### src/rtl/cond_flag_unit_pkg.sv
// cond_flag_unit_pkg: LEGv8 condition-code encodings and NZCV bit positions
package cond_flag_unit_pkg;
  typedef enum logic [3:0] {
    COND_EQ = 4'h0, COND_NE = 4'h1, COND_HS = 4'h2, COND_LO = 4'h3,
    COND_MI = 4'h4, COND_PL = 4'h5, COND_VS = 4'h6, COND_VC = 4'h7,
    COND_HI = 4'h8, COND_LS = 4'h9, COND_GE = 4'hA, COND_LT = 4'hB,
    COND_GT = 4'hC, COND_LE = 4'hD, COND_AL = 4'hE, COND_NV = 4'hF
  } cond_e;
  localparam int NZCV_N = 3;
  localparam int NZCV_Z = 2;
  localparam int NZCV_C = 1;
  localparam int NZCV_V = 0;
endpackage

### src/rtl/cond_flag_unit_if.sv
// cond_flag_unit_if: ALU status, B.cond request and branch-decision signals
interface cond_flag_unit_if;
  logic       flag_we;
  logic       alu_negative;
  logic       alu_zero;
  logic       alu_carry;
  logic       alu_overflow;
  logic       cond_valid;
  logic [3:0] cond_code;
  logic       stall;
  logic       flush;
  logic [3:0] nzcv;
  logic       br_valid;
  logic       br_taken;
  modport master (
    output flag_we, alu_negative, alu_zero, alu_carry, alu_overflow,
           cond_valid, cond_code, stall, flush,
    input  nzcv, br_valid, br_taken
  );
  modport slave (
    input  flag_we, alu_negative, alu_zero, alu_carry, alu_overflow,
           cond_valid, cond_code, stall, flush,
    output nzcv, br_valid, br_taken
  );
endinterface

### src/rtl/cond_flag_unit_cond_eval.sv
// cond_eval: combinational LEGv8 B.cond evaluation of cond_code against NZCV
module cond_eval
  import cond_flag_unit_pkg::*;
(
  input  logic [3:0] cond_code,
  input  logic [3:0] nzcv,
  output logic       taken
);
  logic       n, z, c, v;
  logic [7:0] base;
  assign n = nzcv[NZCV_N];
  assign z = nzcv[NZCV_Z];
  assign c = nzcv[NZCV_C];
  assign v = nzcv[NZCV_V];
  // Even codes test a base condition, odd codes invert it; 111x is always true.
  assign base  = {1'b1, !z && (n == v), n == v, c && !z, v, n, c, z};
  assign taken = base[cond_code[3:1]] ^ (cond_code[0] && cond_code[3:1] != 3'd7);
endmodule

### src/rtl/cond_flag_unit.sv
// cond_flag_unit: NZCV flag register and registered B.cond branch decision.
// Define FLAG_BYPASS_EN to evaluate against same-cycle ALU flags on flag_we.
module cond_flag_unit
  import cond_flag_unit_pkg::*;
#(
  parameter logic [3:0] RST_NZCV = 4'b0000
) (
  input logic             clk,
  input logic             rst,
  cond_flag_unit_if.slave bus
);
  logic [3:0] nzcv_q, nzcv_d, alu_flags, f;
  logic       br_valid_q, br_valid_d, br_taken_q, br_taken_d, taken;
  assign alu_flags = {bus.alu_negative, bus.alu_zero, bus.alu_carry, bus.alu_overflow};
`ifdef FLAG_BYPASS_EN
  assign f = bus.flag_we ? alu_flags : nzcv_q;
`else
  assign f = nzcv_q;
`endif
  cond_eval u_eval (
    .cond_code(bus.cond_code),
    .nzcv     (f),
    .taken    (taken)
  );
  always_comb begin
    nzcv_d     = (bus.flag_we && !bus.stall && !bus.flush) ? alu_flags : nzcv_q;
    br_valid_d = bus.flush ? 1'b0 : bus.stall ? br_valid_q : bus.cond_valid;
    br_taken_d = bus.flush ? 1'b0 : bus.stall ? br_taken_q : bus.cond_valid && taken;
  end
  always_ff @(posedge clk) begin
    if (rst) begin
      nzcv_q     <= RST_NZCV;
      br_valid_q <= 1'b0;
      br_taken_q <= 1'b0;
    end else begin
      nzcv_q     <= nzcv_d;
      br_valid_q <= br_valid_d;
      br_taken_q <= br_taken_d;
    end
  end
  assign bus.nzcv     = nzcv_q;
  assign bus.br_valid = br_valid_q;
  assign bus.br_taken = br_taken_q;
endmodule

### src/flat_wrapper.sv
// flat-port wrapper written by rule: the top's interface ports become plain ports
module cond_flag_unit_flat import cond_flag_unit_pkg::*;
#(
  parameter logic [3:0] RST_NZCV = 4'b0000
)
  (clk, rst, bus_flag_we, bus_alu_negative, bus_alu_zero, bus_alu_carry, bus_alu_overflow, bus_cond_valid, bus_cond_code, bus_stall, bus_flush, bus_nzcv, bus_br_valid, bus_br_taken);
  cond_flag_unit_if bus_i ();
  input logic clk;
  input logic rst;
  input wire logic [$bits(bus_i.flag_we)-1:0] bus_flag_we;
  input wire logic [$bits(bus_i.alu_negative)-1:0] bus_alu_negative;
  input wire logic [$bits(bus_i.alu_zero)-1:0] bus_alu_zero;
  input wire logic [$bits(bus_i.alu_carry)-1:0] bus_alu_carry;
  input wire logic [$bits(bus_i.alu_overflow)-1:0] bus_alu_overflow;
  input wire logic [$bits(bus_i.cond_valid)-1:0] bus_cond_valid;
  input wire logic [$bits(bus_i.cond_code)-1:0] bus_cond_code;
  input wire logic [$bits(bus_i.stall)-1:0] bus_stall;
  input wire logic [$bits(bus_i.flush)-1:0] bus_flush;
  output wire logic [$bits(bus_i.nzcv)-1:0] bus_nzcv;
  output wire logic [$bits(bus_i.br_valid)-1:0] bus_br_valid;
  output wire logic [$bits(bus_i.br_taken)-1:0] bus_br_taken;
  assign bus_i.flag_we = bus_flag_we;
  assign bus_i.alu_negative = bus_alu_negative;
  assign bus_i.alu_zero = bus_alu_zero;
  assign bus_i.alu_carry = bus_alu_carry;
  assign bus_i.alu_overflow = bus_alu_overflow;
  assign bus_i.cond_valid = bus_cond_valid;
  assign bus_i.cond_code = bus_cond_code;
  assign bus_i.stall = bus_stall;
  assign bus_i.flush = bus_flush;
  assign bus_nzcv = bus_i.nzcv;
  assign bus_br_valid = bus_i.br_valid;
  assign bus_br_taken = bus_i.br_taken;
  cond_flag_unit #(.RST_NZCV(RST_NZCV)) u_core (.clk(clk), .rst(rst), .bus(bus_i));
endmodule
### config.mk
export PLATFORM = sky130hd
export DESIGN_NAME = cond_flag_unit_flat
export DESIGN_NICKNAME = d
export VERILOG_FILES = /design/src/rtl/cond_flag_unit_pkg.sv /design/src/rtl/cond_flag_unit_if.sv /design/src/rtl/cond_flag_unit_cond_eval.sv /design/src/rtl/cond_flag_unit.sv /design/src/flat_wrapper.sv
export SDC_FILE = /design/constraint.sdc
export NUM_CORES = 1
export LEC_CHECK = 0
export ABC_AREA = 0
export BUFFER_PORTS_ARGS = -buffer_cell sky130_fd_sc_hd__buf_2
export CORE_AREA = 3 3 40 42
export DETAILED_ROUTE_END_ITERATION = 8
export DIE_AREA = 0 0 43 45
export PLACE_DENSITY = 0.52
export SLEW_MARGIN = 10
export SYNTH_ARGS = -nofsm -noshare
export SYNTH_HDL_FRONTEND = slang
export SYNTH_SLANG_ARGS = --single-unit
### constraint.sdc
create_clock -name clk -period 1.9 [get_ports clk]
set_input_delay 0.19 -clock clk [delete_from_list [all_inputs] [get_ports clk]]
set_output_delay 0.19 -clock clk [all_outputs]
set_load 0.05 [all_outputs]
# Word-level counts from Yosys, hierarchy flattened

Cells that the tools add are included.
W data, S select, Z words.

Flip-flop bits (word level): 6
Output and inout bits: 6

Order comparisons: 1
Reductions and logical operators: 10
Bitwise operators: 1
Equality and inequality tests: 2
Muxes and demuxes: 2

Operators by type and width:

| cell                 | count |
|---|---|
| $logic_and A1 B1 Y1  | 6 |
| $lt A3 B4 Y1 const B | 1 |
| $bmux W1 S3          | 1 |
| $logic_not A1 Y1     | 3 |
| $ne A3 B3 Y1 const B | 1 |
| $reduce_or A2 Y1     | 1 |
| $eq A1 B1 Y1         | 1 |
| $mux W1              | 1 |
| $xor A1 B1 Y1        | 1 |

# Logic depth before layout (Yosys ltp)

Word-level depth: 6
Gate-level depth with buffers: 5

# Modules after synthesis

Synthesis repeated with hierarchy kept, for this count alone.

Cell total of the unflattened synthesis: 39
Area, all modules: 375.4 um^2

By module, submodules not included:

| module         | area an instance (um^2) | cells an instance | sequential area each (um^2) | times used |
|---|---|---|---|---|
| cond_flag_unit | 266.5                   | 25                | 120.1                       | 1 |
| cond_eval      | 108.9                   | 14                | 0.0                         | 1 |

# Least setup slack after synthesis

No wires, ideal clock.

Path kind: register -> register
Start: register u_core.nzcv_q[2], in the netlist u_core.bus.nzcv[2]
End: register u_core.br_taken_q, in the netlist u_core.bus.br_taken
Path slack: 0.414 ns
Clock period less this slack: 1.486 ns
Data required time: 1.804 ns
Setup time: 0.096 ns
Data arrival time: 1.390 ns
Path buffers: 0
Stages on the path, launching flop included: 5
Cells stage by stage: dfxtp_1 o21ba_1 o22ai_2 mux2i_1 o41ai_2

Longest elaborated chain between the ends: 6
Elaborated cells between the ends (all ways): 7

RTL lines:

| what                              | line                           | text |
|---|---|---|
| from (decl)                       | cond_flag_unit.sv:12           | `logic [3:0] nzcv_q, nzcv_d, alu_flags, f;` |
| from (signal assigned)            | cond_flag_unit.sv:36           | `nzcv_q <= nzcv_d;` |
| $logic_not A1 Y1                  | cond_flag_unit_cond_eval.sv:16 | `assign base = {1'b1, !z && (n == v), n == v, c && !z, v, n, c, z};` |
| $logic_and A1 B1 Y1               | cond_flag_unit_cond_eval.sv:16 |  |
| $bmux W1 S3 (*)                   | cond_flag_unit_cond_eval.sv:17 | `assign taken = base[cond_code[3:1]] ^ (cond_code[0] && cond_code[3:1] != 3'd7);` |
| $mux W1 (not written as such) (*) | cond_flag_unit_cond_eval.sv:17 |  |
| $xor A1 B1 Y1 (*)                 | cond_flag_unit_cond_eval.sv:17 |  |
| $logic_and A1 B1 Y1 (*)           | cond_flag_unit.sv:28           | `br_taken_d = bus.flush ? 1'b0 : bus.stall ? br_taken_q : bus.cond_valid && taken;` |
| to (signal assigned)              | cond_flag_unit.sv:38           | `br_taken_q <= br_taken_d;` |
| to (decl)                         | cond_flag_unit.sv:13           | `logic br_valid_q, br_valid_d, br_taken_q, br_taken_d, taken;` |

Mark *: on every way between the ends. The rest lies on a longest branch, timed or not. The select of a mux whose other input is x is not followed.
A chain may end at the register's enable or synchronous reset.

# Worst setup path in the final report

Ends and elaborated chain as after synthesis.

==> flow_metrics.py <==
metrics = {
    "clock_network": {
        "cts_buffer_depth": 2,
        "htree_levels": 1,
        "root_buffer": "clkbuf_4",
        "cts_resized": 0,
        "numCtsBuffers": 3,
        "cts.sinks": 6,
        "clk_pin_slew_ps": 40,
        "holdBufCountCts": 0,
        "clk_latency_ps": 240,
        "cts_setup_buffers": 0,
        "cts_tree": "done",
    },
    "finish": {
        "drive_above_1_share_pct": 45.6,
        "nNetsFinal": 73,
        "fill_cells": 132,
        "antenna_cells": 0,
        "seqCellArea_um2": 120,
        "multi_input_area_um2": 233,
        "utilization_pct": 38.1,
        "area_growth_pct": 35.8,
    },
    "sta": {
        "min_period_over_period_pct": 62.8,
        "period_minus_slack_ps": 1190,
        "setup_violations": 0,
        "tightestPinTransition_ps": 472,
        "tns_ps": 0,
        "final_max_slew_viol_count": 0,
        "grt_setup_unrepaired": "no",
        "hold_violations": 0,
        "fin_skew_ps": 1.89,
        "max_slew_margin_pct": 68.4,
        "max_freq_mhz": 837,
    },
    "logic_synthesis": {
        "yosys_warnings": 0,
        "syn_nets": 50,
        "ys_seq_elements": 6,
        "ys_top_cells_by_area": "dfxtp_1 (33%), mux2i_1 (22%), xnor2_1 (9.7%)",
        "yosysMostFrequentCell": "mux2i_1",
        "synth_edf_count": 0,
        "synthDistinctLibCells": 15,
        "syn_avg_cell_area_um2": 10.0,
        "synthFlopType": "dfxtp_1",
        "netlist_area_um2": 360,
        "synth_common_cells": "mux2i_1 (8), dfxtp_1 (6), nor2_1 (5), xnor2_1 (4)",
        "synth_top_area_share_pct": 33.3,
        "seq_area_frac_synth_pct": 33.3,
        "syn_inst": 36,
        "synth-async-reset-ratio_pct": 0,
        "synth_area_leader_cell": "dfxtp_1",
    },
    "setup_path": {
        "worstPathMaxFanout": 4,
        "rr_worst_depth": 4,
        "r2r_start": "u_core.bus.nzcv[2]",
        "required_ps": 2050,
        "crit_buf_inv": 0,
        "start_kind": "flip-flop",
        "cp.arrival_ps": 1340,
        "critical_path.top_delay_family": "compound AO/OA/AOI/OAI gates",
        "timing.rr.end": "u_core.bus.br_taken",
        "slowest_stage": "dfxtp_1",
        "crit_type": "flip-flop to flip-flop",
        "cpPeakStageDelay_ps": 370,
        "cp_cell_sequence": "o21ba_1 -> o22ai_2 -> mux2i_1 -> o41ai_2",
        "r2r_slack_ps": 710,
        "endpoint_kind": "flip-flop",
    },
    "global_routing": {
        "antenna_found_initial": 0,
        "grt_util_all_layers_pct": 9.08,
        "grt_pass1_vias": 327,
        "grt_pass1_wl_um": 1290,
        "grt_max_degree": 7,
        "grt_overflow": 0,
    },
    "drt": {
        "drt_iter0_drc": 2,
        "vias": 334,
        "wl_um": 765,
        "wl_per_cell_um": 10.6,
        "drc_errors": 0,
        "dr.pass1.iters": 2,
        "via_per_inst": 4.64,
        "ant_nets": 0,
    },
    "floorplanning": {
        "std_cell_rows": 13,
        "dieWidth_um": 43,
        "start_util_pct": 28.0,
        "die_h_um": 45,
        "die_area_um2": 1940,
        "ioPinCount": 20,
        "core_area_um2": 1280,
    },
    "power": {
        "p_per_area_nw_per_um2": 654,
        "ir_drop_mv": 0.261,
        "p_leak_nw": 0.226,
    },
    "min_path": {
        "min_path_cells": 2,
        "worstHoldStart": "bus_flush",
        "hold_class": "input pin to flip-flop",
        "hold_end": "u_core.bus.br_valid",
    },
    "placement": {
        "post-dp-hpwl_um": 641,
        "gp_congestion": 0.744,
        "numPortBuffers": 19,
    },
    "flow_run": {
        "maxCapViolCount": 0,
    },
    "run_status": {
        "outcome": "completed",
    },
}
-- logic make-up (layout without fill, tap and decap cells) --
kind of cell	Yosys count	count (layout)	share of synthesized area (%)
DFF	6	6	33.3
muxes	8	8	22.2
AOI/OAI and AO/OA	3	3	10.8
buffers and inverters	1	22	2.08
and+or+nand+nor	14	14	21.9
xor gates and xnor gates	4	4	9.72
-- through the flow --
step	hold slack, ps	cells	area [um2]	worst slack [ps]	power (mW)
after global routing	158	72	489	629	0.337
after CTS	153	72	489	700	0.323
final	158	72	489	706	0.320
after global placement	407	69	467	713	0.209
after floorplan	262	36	360	414	0.183
after detailed placement	405	69	467	708	0.209
-- registers in the layout, summed over array words and instances, names as in the netlist --
signal / cells
u_core.bus.nzcv: 4
u_core.bus.br_taken: 1
u_core.bus.br_valid: 1
-- routing by layer --
| metal | global-route usage (%) | share of wire (%) |
|---|---|---|
| met1 | 9.90 | 46 |
| met2 | 14.4 | 47 |
| met3 | 3.19 | 6.8 |
| met4 | 7.23 | 0.52 |
| met5 | 0 | 0 |
-- worst register-to-register path, stage by stage (launching register included) --
cell,delay [ps]
dfxtp_1,370
o21ba_1,170
o22ai_2,150
mux2i_1,100
o41ai_2,310
-- cell usage in the layout, fill, tap and decap left out --
master / count
clkbuf_4: 3
nor3b_1: 1
nor3b_2: 1
xnor2_1: 4
o41ai_2: 1
o22ai_2: 1
nand3b_1: 1
nor2_1: 5
or2b_2: 1
nand2_1: 1
dfxtp_1: 6
mux2i_1: 8
nand3_1: 2
buf_2: 19
o21ba_1: 1
nor3_1: 2
-- worst max path at each step --
| stage | startpoint | end | cells past startpoint |
|---|---|---|---|
| 5_1_grt | u_core.bus.nzcv[0] | u_core.bus.br_taken | 4 |
| 3_5_place_dp | u_core.bus.nzcv[2] | u_core.bus.br_taken | 4 |
| 6_report | u_core.bus.nzcv[2] | u_core.bus.br_taken | 4 |
| 4_1_cts | u_core.bus.nzcv[2] | u_core.bus.br_taken | 4 |
| 2_1_floorplan | u_core.bus.nzcv[2] | u_core.bus.br_taken | 4 |
| 3_3_place_gp | u_core.bus.nzcv[2] | u_core.bus.br_taken | 4 |
-- power breakdown --
| part | internal [mW] | total (mW) | switching, mW |
|---|---|---|---|
| Clock | 0.0712 | 0.113 | 0.0421 |
| Combinational | 0.0319 | 0.0722 | 0.0404 |
| Sequential | 0.131 | 0.134 | 0.00371 |
-- area by class of cell --
| class | count | share of cell area, % |
|---|---|---|
| clock buffers | 3 | 4.60 |
| multi-input cells | 29 | 47.6 |
| repair buffers | 19 | 19.4 |
| flip-flops and latches | 6 | 24.6 |
| well taps | 15 | 3.84 |
Note: power is estimated with default switching activity, not from simulation.
